File: src/rtl/mul_div_pkg.sv
// Shared types and constants for the sequential multiply/divide block.
package mul_div_pkg;

  typedef enum logic [1:0] {
    IDLE = 2'd0,
    RUN  = 2'd1,
    DONE = 2'd2
  } stateType;

  localparam logic MODE_MUL = 1'b0;
  localparam logic MODE_DIV = 1'b1;

endpackage

File: src/rtl/mul_div_step.sv
// One iteration of shift-add multiply or restoring divide.
// The accumulator is {upper[M:0], lower[N-1:0]}; the lower field holds the
// multiplier or dividend bits not yet consumed.
module mul_div_step
  import mul_div_pkg::*;
#(
  parameter int N = 5,
  parameter int M = 5
) (
  input  logic           mode,
  input  logic [N+M:0]   accumulator,
  input  logic [M-1:0]   operand,
  output logic [N+M:0]   nextAccumulator
);

  logic [M:0]   upper;
  logic [M:0]   partial;
  logic [M:0]   sum;
  logic [M:0]   trial;
  logic [N+M:0] added;
  logic [N+M:0] shifted;

  always_comb begin
    upper   = accumulator[N+M:N];
    partial = accumulator[0] ? {1'b0, operand} : '0;
    sum     = upper + partial;
    added   = {sum, accumulator[N-1:0]};

    // Shifting left brings the next dividend MSB into the partial remainder.
    shifted = {accumulator[N+M-1:0], 1'b0};
    trial   = shifted[N+M:N] - {1'b0, operand};

    nextAccumulator = shifted;
    if (mode == MODE_MUL) begin
      nextAccumulator = added >> 1;
    end else if (shifted[N+M:N] >= {1'b0, operand}) begin
      nextAccumulator[N+M:N] = trial;
      nextAccumulator[0]     = 1'b1;
    end
  end

endmodule

File: src/rtl/seq_mul_div.sv
// Sequential unsigned multiplier / restoring divider, one bit per cycle.
//
// state | meaning
// IDLE  | waiting for Start
// RUN   | iterating, down-counter holds remaining steps
// DONE  | Result valid, Done pulses for one cycle
module seq_mul_div
  import mul_div_pkg::*;
#(
  parameter int DEVIDENT_LENGTH = 5,
  parameter int DIVISOR_LENGTH  = 5
) (
  input  logic                                      Clk,
  input  logic                                      Rst,
  input  logic                                      Start,
  input  logic                                      Mode,
  input  logic [DEVIDENT_LENGTH-1:0]                OperX,
  input  logic [DIVISOR_LENGTH-1:0]                 OperY,
  output logic                                      Busy,
  output logic                                      Done,
  output logic [DEVIDENT_LENGTH+DIVISOR_LENGTH-1:0] Result,
  output logic                                      DivByZero
);

  localparam int N     = DEVIDENT_LENGTH;
  localparam int M     = DIVISOR_LENGTH;
  localparam int ACC_W = N + M + 1;
  localparam int CNT_W = $clog2(N + 1);

  localparam logic [CNT_W-1:0] CNT_LOAD = CNT_W'(N);
  localparam logic [CNT_W-1:0] CNT_TC   = CNT_W'(1);

  stateType         state;
  logic             modeReg;
  logic [M-1:0]     operYReg;
  logic [ACC_W-1:0] acc;
  logic [ACC_W-1:0] accNext;
  logic [CNT_W-1:0] count;
  logic             divZero;

  assign divZero = (Mode == MODE_DIV) && (OperY == '0);

  mul_div_step #(
    .N (N),
    .M (M)
  ) uStep (
    .mode            (modeReg),
    .accumulator     (acc),
    .operand         (operYReg),
    .nextAccumulator (accNext)
  );

  always_ff @(posedge Clk) begin
    if (Rst) begin
      state     <= IDLE;
      Busy      <= 1'b0;
      Done      <= 1'b0;
      Result    <= '0;
      DivByZero <= 1'b0;
      count     <= '0;
      acc       <= '0;
      modeReg   <= MODE_MUL;
      operYReg  <= '0;
    end else begin
      Done <= 1'b0;
      case (state)
        IDLE, DONE: begin
          state <= IDLE;
          if (Start) begin
            if (divZero) begin
              state     <= DONE;
              Done      <= 1'b1;
              Result    <= {{M{1'b0}}, {N{1'b1}}};
              DivByZero <= 1'b1;
            end else begin
              state    <= RUN;
              Busy     <= 1'b1;
              modeReg  <= Mode;
              operYReg <= OperY;
              acc      <= {{(M+1){1'b0}}, OperX};
              count    <= CNT_LOAD;
            end
          end
        end
        RUN: begin
          acc   <= accNext;
          count <= count - CNT_TC;
          if (count == CNT_TC) begin
            state     <= DONE;
            Busy      <= 1'b0;
            Done      <= 1'b1;
            Result    <= accNext[N+M-1:0];
            DivByZero <= 1'b0;
          end
        end
        default: begin
          state <= IDLE;
          Busy  <= 1'b0;
        end
      endcase
    end
  end

endmodule

File: config.mk
export PLATFORM = sky130hd
export DESIGN_NAME = seq_mul_div
export DESIGN_NICKNAME = d
export VERILOG_FILES = /design/src/rtl/mul_div_pkg.sv /design/src/rtl/mul_div_step.sv /design/src/rtl/seq_mul_div.sv
export SDC_FILE = /design/constraint.sdc
export NUM_CORES = 1
export LEC_CHECK = 0
export BUFFER_PORTS_ARGS = -buffer_cell sky130_fd_sc_hd__buf_2
export CAP_MARGIN = 5
export CORE_MARGIN = 5
export CORE_UTILIZATION = 53
export CTS_CLUSTER_SIZE = 25
export DETAILED_ROUTE_END_ITERATION = 7
export GPL_TIMING_DRIVEN = 0
export PLACE_DENSITY = 0.75
export REMOVE_ABC_BUFFERS = 1
export SLEW_MARGIN = 30
export SYNTH_ARGS = -nofsm -noshare
export SYNTH_HDL_FRONTEND = slang
export SYNTH_SLANG_ARGS = --single-unit
File: constraint.sdc
create_clock -name Clk -period 5.5 [get_ports Clk]
set_clock_uncertainty 0.1 [all_clocks]
set_input_delay 1.65 -clock Clk [delete_from_list [all_inputs] [get_ports Clk]]
set_output_delay 1.65 -clock Clk [all_outputs]
set_load 0.02 [all_outputs]
### Word level (Yosys, flattened, before mapping)

Index checks and enable logic that the tools add are counted.
W data, S select, Z words.

* bits in registers: 35
* word-level logic and storage cells: 61
* input port bits: 14

* order comparisons: 1
* $add $sub $neg: 3
* equal/unequal tests: 7
* multiplexer cells: 31
* reductions and logical operators: 9
* bitwise logic cells: 1

Operators with widths (count)
* $mux W10: 3
* $mux W11: 2
* $pmux W11 S2: 1
* $pmux W10 S2: 1
* $mux W6: 2
* $mux W1: 10
* $reduce_and A3 Y1: 3
* $ne A2 B2 Y1 const B: 4
* $add A6 B6 Y6: 1
* $ge A6 B5 Y1: 1
* $mux W2: 3
* $mux W3: 2
* $pmux W1 S2: 3
* $pmux W3 S2: 1
* $sub A6 B5 Y6: 1
* $logic_not A5 Y1: 1
* $mux W5: 1
* $mux W4: 1
* $pmux W2 S2: 1
* $reduce_and A4 Y1: 1
* $eq A3 B1 Y1 const B: 1
* $sub A3 B1 Y3 const B: 1
* $eq A2 B1 Y1 const B: 1
* $eq A2 B2 Y1 const B: 1
* 5 further kinds: 5

### Logic depth before layout (Yosys ltp)

Gate-level depths: netlist (run 1).

* depth after elaboration: 5
* gate-level depth with buffers: 9

### Modules after synthesis

A second synthesis (run 1) with hierarchy kept.

* cell total of the unflattened synthesis: 259
* area total of the unflattened synthesis: 2210.9 um^2

Modules (own cells, without submodules)
* seq_mul_div: cells an instance 168, times used 1, area each 1505.2 um^2
* mul_div_step: cells an instance 91, times used 1, area each 705.7 um^2

### Worst setup path after synthesis (run 1)

No wires, ideal clock.

* kind: in2reg
* start point: in OperY[4]
* end point: reg acc[6]
* stages: 6
* data arrival time: 2735 ps
* slack: 2598 ps
* cell sequence: nor4b_2 -> a21boi_1 -> buf_2 -> nor3_1 -> nand2_1 -> o21ai_2

* cells in the longest elaborated chain, start to end: 4

Ends and longest elaborated chain
* from (decl): RTL line seq_mul_div.sv:18 `input logic [DIVISOR_LENGTH-1:0] OperY,`
* $logic_not A5 Y1: RTL line seq_mul_div.sv:41 `assign divZero = (Mode == MODE_DIV) && (OperY == '0);`
* $logic_and A1 B1 Y1: RTL line seq_mul_div.sv:41
* $ne A2 B2 Y1 (no source line)
* $reduce_and A3 Y1 (no source line)
* to (signal assigned): RTL line seq_mul_div.sv:80 `acc <= {{(M+1){1'b0}}, OperX};`
* to (signal assigned): RTL line seq_mul_div.sv:86 `acc <= accNext;`
* to (decl): RTL line seq_mul_div.sv:36 `logic [ACC_W-1:0] acc;`

No other way between the ends.
A chain may end at the register's enable or synchronous reset.

### Worst setup path after layout (run 1)

* start point: in Start
* end point: reg count[1]

* cells in the longest elaborated chain, start to end: 2

Ends and longest elaborated chain
* from (decl): RTL line seq_mul_div.sv:15 `input logic Start,`
* $ne A2 B2 Y1 (no source line)
* $reduce_and A3 Y1 (no source line)
* to (signal assigned): RTL line seq_mul_div.sv:87 `count <= count - CNT_TC;`
* to (decl): RTL line seq_mul_div.sv:38 `logic [CNT_W-1:0] count;`

No other way between the ends.

==> metrics.txt, run 1 <==
GRT overflow=0; vias in the first global route=1641; crit path launch type=input pin; Clk pin slew, worst setup/hold paths=0.07 ns; r2r setup slk=3.00 ns; VDD IR max=0.2385 mV; CP startpoint=Start; max-slew violation count=0; DR WL/cell=15.03 µm; Crit. End Element=flop; Top Ports=27; non-filler cells, final=310; DR pass1 iterations=4; Final period util=56.08%; share of cells above drive strength 1=16.41%; antenna violations before repair=0; largest net degree at the start of global routing=35; starting density of the core=54.55%; Max Freq=324.2 MHz; Die Span Y=71.38 µm; Root Driver=clkbuf_8; CP most frequent cell=nor2_1; CTS tree=built; Hold Buf Count CTS=0; Yosys reg bits=35; drt initial violations=95; area grow syn2layout=11.72%; largest area contributor in the netlist=dfxtp_1; final-report setup violation count=0; GPL Wtd Cong=0.8808; Cells after Synth=241; Yosys top cell area share=35.09%; critical path type=input pin to flop; Worst path slowest cell=a21boi_2; clk_lat worst skew=0.29 ns; FF-to-FF End=Result[7]; status=completed; CP peak stage delay=0.59 ns; cell area after layout=2231 µm²; Data required, critical path=5.56 ns; worst-case clock buffer depth=2; WHS=0.3531 ns; drt via density=5.852; commonest non-fill, non-tap cell in the layout=dfxtp_1; Routed WL=4660 µm; global-route wire length before repair=7817 µm; Avg Cell Area, Syn=8.286 µm²; Total Neg Setup Slack=0 ns; worst hold path type=flop to flop; Placed Area=2137 µm²; Setup crit end=count[1]; leakage power=0.9174 nW; max_cap viols=0; worst-path cell chain=buf_2, nor2b_1, a21boi_2, nor2_1, a21oi_1, nor2_1; I/O Buffers=26; most frequent cells in the layout=dfxtp_1, nand2_1, buf_2, a21oi_1, nor2_1; slew of the pin with the lowest slew margin=0.8192 ns; Final Hold Violating Endpoints=0; worst-path fanout max=12; Nets=290; Synth area leaders=dfxtp_1, ha_1, a21oi_1; DP Cell Count=303; DP HPWL=3437 µm; final antenna-violating net count=0; FP Rows=22; DR DRC count=0; core area=3661 µm²; cell count of the worst reg-to-reg path=9; postcts setup bufs=0; sequential fraction of the synthesis area=35.09%; Die ar.=5095 µm²; WP buf/inv=1; die width=71.38 µm; CTS Buf Count=5; Synth cell types=47; number of stages on the worst setup path=6; YS warnings=0; fin crit period=3.084 ns; Max H-tree Level=2; RR Startpoint=acc[4]; final antenna diode count=0; relative slew slack=45.13%; delay-heaviest family, CP=compound AO/OA/AOI/OAI gates; crit path DAT=3.15 ns; Synth Cell Area=1997 µm²; DR vias=1814; clk sinks=35; RSZ-0062 raised after global routing=no; pwr dens=275.8 nW/µm²; gr usage total=19.56%; post-cts resize count=0
==> flip-flops by register name, summed over array words and instances (netlist names) <==
signal	count
DivByZero	1
Busy	1
acc	11
state	2
operYReg	5
Result	10
count	3
Done	1
modeReg	1
==> through the flow <==
stage	util [%]	setup WS [ns]	total power [W]
after detailed placement	58.37	1.761	0.0004301
after CTS	60.77	2.074	0.0006163
after floorplan	-	2.341	0.0003890
after global routing	60.94	2.273	0.0006489
final	60.94	2.416	0.0006152
after global placement	58.37	1.821	0.0004281
==> kinds of logic (layout without fill, tap and decap cells) <==
family / after synthesis / in the layout / share of synthesized area (%)
flip-flops: 35 / 35 / 35.09
adder cells (fa/ha/maj): 14 / 14 / 9.524
AND/OR/NAND/NOR: 89 / 89 / 21.99
AO/OA/AOI/OAI: 77 / 77 / 27.51
buffers and inverters: 23 / 44 / 4.574
XOR/XNOR: 3 / 3 / 1.316
==> layer usage <==
layer	part of all wire [%]	vias up	global-route usage, %
met5	0	-	0
met2	46	57	30.92
met1	45	833	25.45
met3	7.5	6	6.452
li1	-	918	-
met4	1.3	0	5.637
==> worst min-delay path by stage <==
stage	depth (start not counted)	from	to	slack (ns)
2_1_floorplan	2	acc[10]	acc[10]	0.33
3_3_place_gp	2	Result[8]	Result[8]	0.34
5_1_grt	2	Result[8]	Result[8]	0.36
6_report	2	Result[8]	Result[8]	0.35
4_1_cts	2	Result[8]	Result[8]	0.36
3_5_place_dp	2	Result[8]	Result[8]	0.35
==> power breakdown <==
| group | leakage, nW | internal (W) | total [W] | switching, W |
|---|---|---|---|---|
| logic | 0.584 | 0.0000537 | 0.000143 | 0.0000889 |
| registers | 0.286 | 0.000270 | 0.000284 | 0.0000144 |
| clock network | 0.0470 | 0.0000981 | 0.000188 | 0.0000903 |
==> final cells by class <==
class	instances	area, µm²
Sequential cell	35	700.7
Clock buffer	6	82.58
Multi-Input combinational cell	183	1211
Inverter	11	41.29
Tap cell	48	60.06
Clock inverter	1	5.005
Timing Repair Buffer	26	130.1
Fill cell	335	1430
==> cells in the mapped netlist (all sizes together) <==
cell type,n
nor3,6
nor2b,3
a21boi,2
o31ai,3
o211ai,7
and2,8
nor2,19
dfxtp,35
or4,2
a31o,2
a21oi,24
a31oi,2
o32ai,1
nand4b,1
o2111ai,2
nand3b,3
a21o,2
nand2,32
inv,11
a311oi,5
a211oi,14
nand3,6
buf,5
o311a,1
a22oi,1
o21a,2
nor4b,1
fa,2
o21ai,6
xor2,2
and3b,1
a211o,1
and3,3
ha,12
o211a,2
clkbuf,7
xnor2,1
nand2b,4
==> worst register-to-register path, stage by stage (launching register included) <==
cell and delay, ns:
dfxtp_1 0.31, inv_1 0.11, ha_1 0.19, inv_1 0.06, fa_1 0.40, a211o_1 0.32
o211a_4 0.18, o311a_1 0.33, o211ai_1 0.25, o32ai_1 0.13
No activity file was read; power rests on OpenSTA's default activity.
==> run 2, diff against run 1 <==
CORE_UTILIZATION = 51   (was 53)
PLACE_DENSITY = 0.76   (was 0.75)
clock period = 2.5 ns   (was 5.5 ns; I/O delays follow)
==> run 2 against run 1 <==
Against the previous run: flip-flop and latch count unchanged; register-to-register slack worse by 2.9 ns; cell area up 2.4%; sequential share of layout area down 0.61 points; die area up 3.4%; non-clock buffer count up 1; cell count up 0.65%; global-route usage down 0.85 points; core utilization up 0.51 points; via count up 0.22%; clock power up 140%; highest routed layer unchanged; routed wire length up 0.26%; largest cell class unchanged.
==> metrics.txt, run 2 (synthesis gave the netlist of run 1 again) <==
register area=703.2 µm² (was 700.7 µm²); final-report setup violation count=0 (unchanged); status=completed (unchanged); GRT overflow=0 (unchanged); clk_lat worst skew=0.29 ns (about the same); global-route wire length before repair=7790 µm (was 7817 µm); commonest non-fill, non-tap cell in the layout=dfxtp_1 (unchanged); Die ar.=5267 µm² (was 5095 µm²); final antenna-violating net count=0 (unchanged); worst hold path type=flop to flop (unchanged); starting density of the core=53.74% (was 54.55%); CTS tree=built (unchanged); FP Rows=22 (unchanged); Clk pin slew, worst setup/hold paths=0.07 ns (about the same); area grow syn2layout=14.35% (was 11.72%); crit path DAT=2.46 ns (was 3.15 ns); worst-path cell chain=inv_2, ha_4, inv_1, fa_2, a211o_1, o211a_4, or4_1, o31ai_4, o31ai_2 (was buf_2, nor2b_1, a21boi_2, nor2_1, a21oi_1, nor2_1); DR WL/cell=14.97 µm (was 15.03 µm); final antenna diode count=0 (unchanged); Data required, critical path=2.55 ns (was 5.56 ns); max_cap viols=0 (unchanged); Nets=291 (was 290); Final Util=61.45% (was 60.94%); Final Hold Violating Endpoints=0 (unchanged); drt initial violations=113 (was 95); largest net degree at the start of global routing=35 (unchanged); die width=72.58 µm (was 71.38 µm); Worst path slowest cell=or4_1 (was a21boi_2); Root Driver=clkbuf_8 (unchanged); largest registers=acc: 11 flops, Result: 10 flops, operYReg: 5 flops (unchanged); antenna violations before repair=0 (unchanged); fill count=350 (was 335); Max Freq=414.9 MHz; RSZ-0062 raised after global routing=no (unchanged); Total Neg Setup Slack=0 ns (unchanged); CTS Buf Count=5 (unchanged); Biggest register=acc (unchanged); fin crit period=2.410 ns; gr usage total=18.71% (was 19.56%); clk sinks=35 (unchanged); DR pass1 iterations=4 (unchanged); most frequent cells in the layout=dfxtp_1, nand2_1, buf_2, a21oi_1, nor2_1 (unchanged); area of the multi-input gates=1237 µm² (was 1211 µm²); Crit. End Element=flop (unchanged); DR vias=1818 (was 1814); Hold Buf Count CTS=0 (unchanged); VDD IR max=0.3314 mV (was 0.2385 mV); I/O Buffers=26 (unchanged); critical path type=flop to flop (was input pin to flop); relative slew slack=35.91% (was 45.13%); max-slew violation count=0 (unchanged); drt via density=5.827 (was 5.852); Largest register FFs=11 (unchanged); DP HPWL=3504 µm (was 3437 µm); worst-path fanout max=5 (was 12); pwr dens=618.5 nW/µm² (was 275.8 nW/µm²); Top Ports=27 (unchanged); CP peak stage delay=0.52 ns (was 0.59 ns); slew of the pin with the lowest slew margin=0.9594 ns (was 0.8192 ns); core area=3716 µm² (was 3661 µm²); delay-heaviest family, CP=compound AO/OA/AOI/OAI gates (unchanged); Setup WS post-layout=0.08963 ns (was 2.416 ns); DR DRC count=0 (unchanged); leakage power=0.9279 nW (was 0.9174 nW); WP buf/inv=2 (was 1); vias in the first global route=1686 (was 1641); Routed WL=4672 µm (was 4660 µm); worst-case clock buffer depth=2 (unchanged); Max H-tree Level=2 (unchanged); GPL Wtd Cong=0.8721 (was 0.8808); Final period util=96.41%; share of cells above drive strength 1=18.94% (was 16.41%); worst slack, placed=-0.3136 ns (was 1.761 ns); crit path launch type=flop (was input pin); Die Span Y=72.58 µm (was 71.38 µm)
-- run 2: changes by cell type in the layout (fill, tap and decap cells not counted), sizes merged --
cell and change:
buf +1, clkbuf +1, clkinv -1, clkinvlp +1
-- run 2: timing repair --
| item | 4_1_cts | 5_1_grt |
|---|---|---|
| setup buffers | 0 | 1 |
| endpoints found under the setup margin | 2 | 5 |
| pin swaps | 0 | 3 |
| gates resized for setup | 1 | 8 |
-- run 2: path summary, 6_finish.rpt --
kind / start / endpoint / slack (ns) / depth (start not counted)
worst min-delay path: Result[8] / Result[8] / 0.36 / 2
worst max-delay path: acc[4] / Result[6] / 0.09 / 9
worst min register to register: Result[8] / Result[8] / 0.36 / 2
worst max register to register: acc[4] / Result[6] / 0.09 / 9
-- run 2: worst min-delay path, cell delays in order, from the launching register on --
cell and delay (ns):
dfxtp_1 0.31, nand2_1 0.05, a21oi_1 0.05
-- run 2: power breakdown --
part / switching (W) / internal, W / total, W
logic: 0.000201 / 0.000128 / 0.000329
clock network: 0.000205 / 0.000250 / 0.000456
registers: 0.0000335 / 0.000594 / 0.000627
-- run 2: layout make-up --
class	instances	area share, %
inverters	11	1.808
multi-input cells	183	54.19
flip-flops and latches	35	30.79
repair buffers	27	6.027
well taps	48	2.630
clock buffers	7	4.219
clock inverters	1	0.3288
-- run 2: layer usage --
metal  wire length (µm)  track usage (%)  vias up
met4                 61            6.762        0
met5                  0                0        -
met2               2155            29.16       45
met1               2161            25.47      844
li1                   -                -      922
met3                293            3.994        7
-- run 2: per-stage QoR --
stage / power, W / area (µm²) / hold WS [ns] / instances
after floorplan: 0.0008557 / 1947 / 0.3341 / 229
after global placement: 0.0009423 / 2137 / 0.3422 / 303
after detailed placement: 0.0009475 / 2137 / 0.3500 / 303
after CTS: 0.001400 / 2245 / 0.3595 / 311
after global routing: 0.001484 / 2283 / 0.3815 / 312
final: 0.001412 / 2283 / 0.3551 / 312
==> run 3, diff against run 2 <==
==> constraint.sdc (replaced) <==
create_clock -name Clk -period 2.5 [get_ports Clk]
set_clock_uncertainty 0.1 [all_clocks]
set_input_delay 0.125 -clock Clk [delete_from_list [all_inputs] [get_ports Clk]]
set_output_delay 0.125 -clock Clk [all_outputs]
set_load 0.02 [all_outputs]
==> run 3 against run 2 <==
Against the previous run: fmax decreased by 0.13%; first-iteration DRC count decreased by 15%; worst hold slack got worse by 0.35 ns; sequential share of layout area decreased by 0.79 points; critical path type unchanged; highest routed layer unchanged.
==> metrics.txt, run 3 (synthesis gave the netlist of run 1 again) <==
GRT overflow=0 (unchanged); clk sinks=35 (unchanged); worst-path fanout max=5 (unchanged); die width=72.58 µm (unchanged); area grow syn2layout=17.36% (was 14.35%); min-delay src=OperY[0] (was Result[8]); max-slew violation count=0 (unchanged); pwr dens=606.9 nW/µm² (was 618.5 nW/µm²); final antenna-violating net count=0 (unchanged); cell count of the worst reg-to-reg path=9 (unchanged); I/O Buffers=26 (unchanged); Die ar.=5267 µm² (unchanged); Routed WL=4748 µm (was 4672 µm); CTS tree=built (unchanged); final antenna diode count=0 (unchanged); Max Freq=414.3 MHz (was 414.9 MHz); final-report setup violation count=0 (unchanged); Setup crit end=Result[6] (unchanged); status=completed (unchanged); Final Hold Violating Endpoints=0 (unchanged); most frequent cells in the layout=dfxtp_1, nand2_1, buf_2, a21oi_1, nor2_1 (unchanged); drt via density=5.783 (was 5.827); r2r setup slk=0.09 ns (about the same); fin crit period=2.413 ns (was 2.410 ns); worst-path cell chain=inv_2, ha_4, inv_1, fa_2, a211o_1, o211a_4, or4_1, o31ai_4, o31ai_2 (unchanged); WHS=0.004110 ns (was 0.3551 ns); Clk pin slew, worst setup/hold paths=0.07 ns (about the same); CTS Buf Count=5 (unchanged); delay-heaviest family, CP=compound AO/OA/AOI/OAI gates (unchanged); Top Ports=27 (unchanged); Largest register FFs=11 (unchanged); Final period util=96.54% (was 96.41%); Final Util=63.06% (was 61.45%); DP HPWL=3504 µm (unchanged); register area=703.2 µm² (unchanged); largest registers=acc: 11 flops, Result: 10 flops, operYReg: 5 flops (unchanged); CP startpoint=acc[4] (unchanged); worst-case clock buffer depth=2 (unchanged); Data required, critical path=2.55 ns (about the same); starting density of the core=53.74% (unchanged); Hold Crit Depth=3 (was 2); number of stages on the worst setup path=9 (unchanged); RSZ-0062 raised after global routing=no (unchanged); WP buf/inv=2 (unchanged); antenna violations before repair=0 (unchanged); commonest non-fill, non-tap cell in the layout=dfxtp_1 (unchanged); DR WL/cell=14.93 µm (was 14.97 µm); crit path DAT=2.46 ns (about the same); global-route wire length before repair=7921 µm (was 7790 µm); critical path type=flop to flop (unchanged); largest net degree at the start of global routing=35 (unchanged); drt initial violations=96 (was 113); DR DRC count=0 (unchanged); clk_lat worst skew=0.29 ns (about the same); crit path launch type=flop (unchanged); Die Span Y=72.58 µm (unchanged); slew of the pin with the lowest slew margin=0.9631 ns (was 0.9594 ns); leakage power=0.9530 nW (was 0.9279 nW); Biggest register=acc (unchanged); share of cells above drive strength 1=18.52% (was 18.94%); FF-to-FF End=Result[6] (unchanged); max_cap viols=0 (unchanged); gr usage total=19.00% (was 18.71%); Root Driver=clkbuf_8 (unchanged); core area=3716 µm² (unchanged); worst hold path type=input pin to flop (was flop to flop); DR vias=1839 (was 1818); Worst path slowest cell=or4_1 (unchanged); Max H-tree Level=2 (unchanged); GPL Wtd Cong=0.8721 (unchanged); area of the multi-input gates=1237 µm² (unchanged); DR pass1 iterations=4 (unchanged); vias in the first global route=1718 (was 1686); fill count=334 (was 350); Crit. End Element=flop (unchanged); Nets=297 (was 291); CP peak stage delay=0.53 ns (was 0.52 ns); VDD IR max=0.3368 mV (was 0.3314 mV); FP Rows=22 (unchanged); relative slew slack=35.66% (was 35.91%); Total Neg Setup Slack=0 ns (unchanged); RR Startpoint=acc[4] (unchanged)
-- run 3: worst min-delay path by stage --
stage | slack, ns | endpoint
after detailed placement | 0.28 | operYReg[2]
after global routing | 0.01 | acc[1]
after floorplan | 0.09 | Result[8]
after CTS | 0.003 | operYReg[0]
after global placement | 0.28 | operYReg[3]
final | 0.004 | operYReg[0]
-- run 3: repair_timing --
item | in CTS | in global routing
gates resized for setup | 0 | 8
buffers inserted | 0 | 1
endpoints found under the setup margin | 0 | 5
hold buffers | 6 | 0
hold endpoints to repair | 6 | 0
-- run 3: layout make-up --
cell class / count / area share, %
multi-input cells: 183 / 52.80
flip-flops and latches: 35 / 30.01
repair buffers: 33 / 8.436
clock buffers: 7 / 4.111
well taps: 48 / 2.563
inverters: 11 / 1.762
clock inverters: 1 / 0.3203
-- run 3: where the power goes --
part / switching [W] / internal [W]
Combinational: 0.000204 / 0.000134
Sequential: 0.0000336 / 0.000594
Clock: 0.000206 / 0.000250
-- run 3: tightest hold or removal path, cell delays in order --
cell and delay (ns):
buf_2 0.11, nand2_1 0.06, a21oi_1 0.06
-- run 3: metrics by stage --
| stage | instances | total power [W] | instance area (µm²) | setup slack [ns] |
|---|---|---|---|---|
| CTS | 317 | 0.001407 | 2301 | 0.01490 |
| detailed placement | 303 | 0.0009475 | 2137 | 0.03060 |
| global placement | 303 | 0.0009423 | 2137 | 0.06277 |
| finish | 318 | 0.001422 | 2344 | 0.08655 |
| global route | 318 | 0.001492 | 2344 | 0.01559 |
| floorplan | 229 | 0.0008557 | 1947 | 0.2024 |
-- run 3: metal layers --
metal  wire length (µm)  GRT usage, %  up-vias
met1               2301         25.66      860
met2               2158         29.96       34
li1                   -             -      938
met4                 61         6.762        0
met5                  0             0        -
met3                225         3.994        7
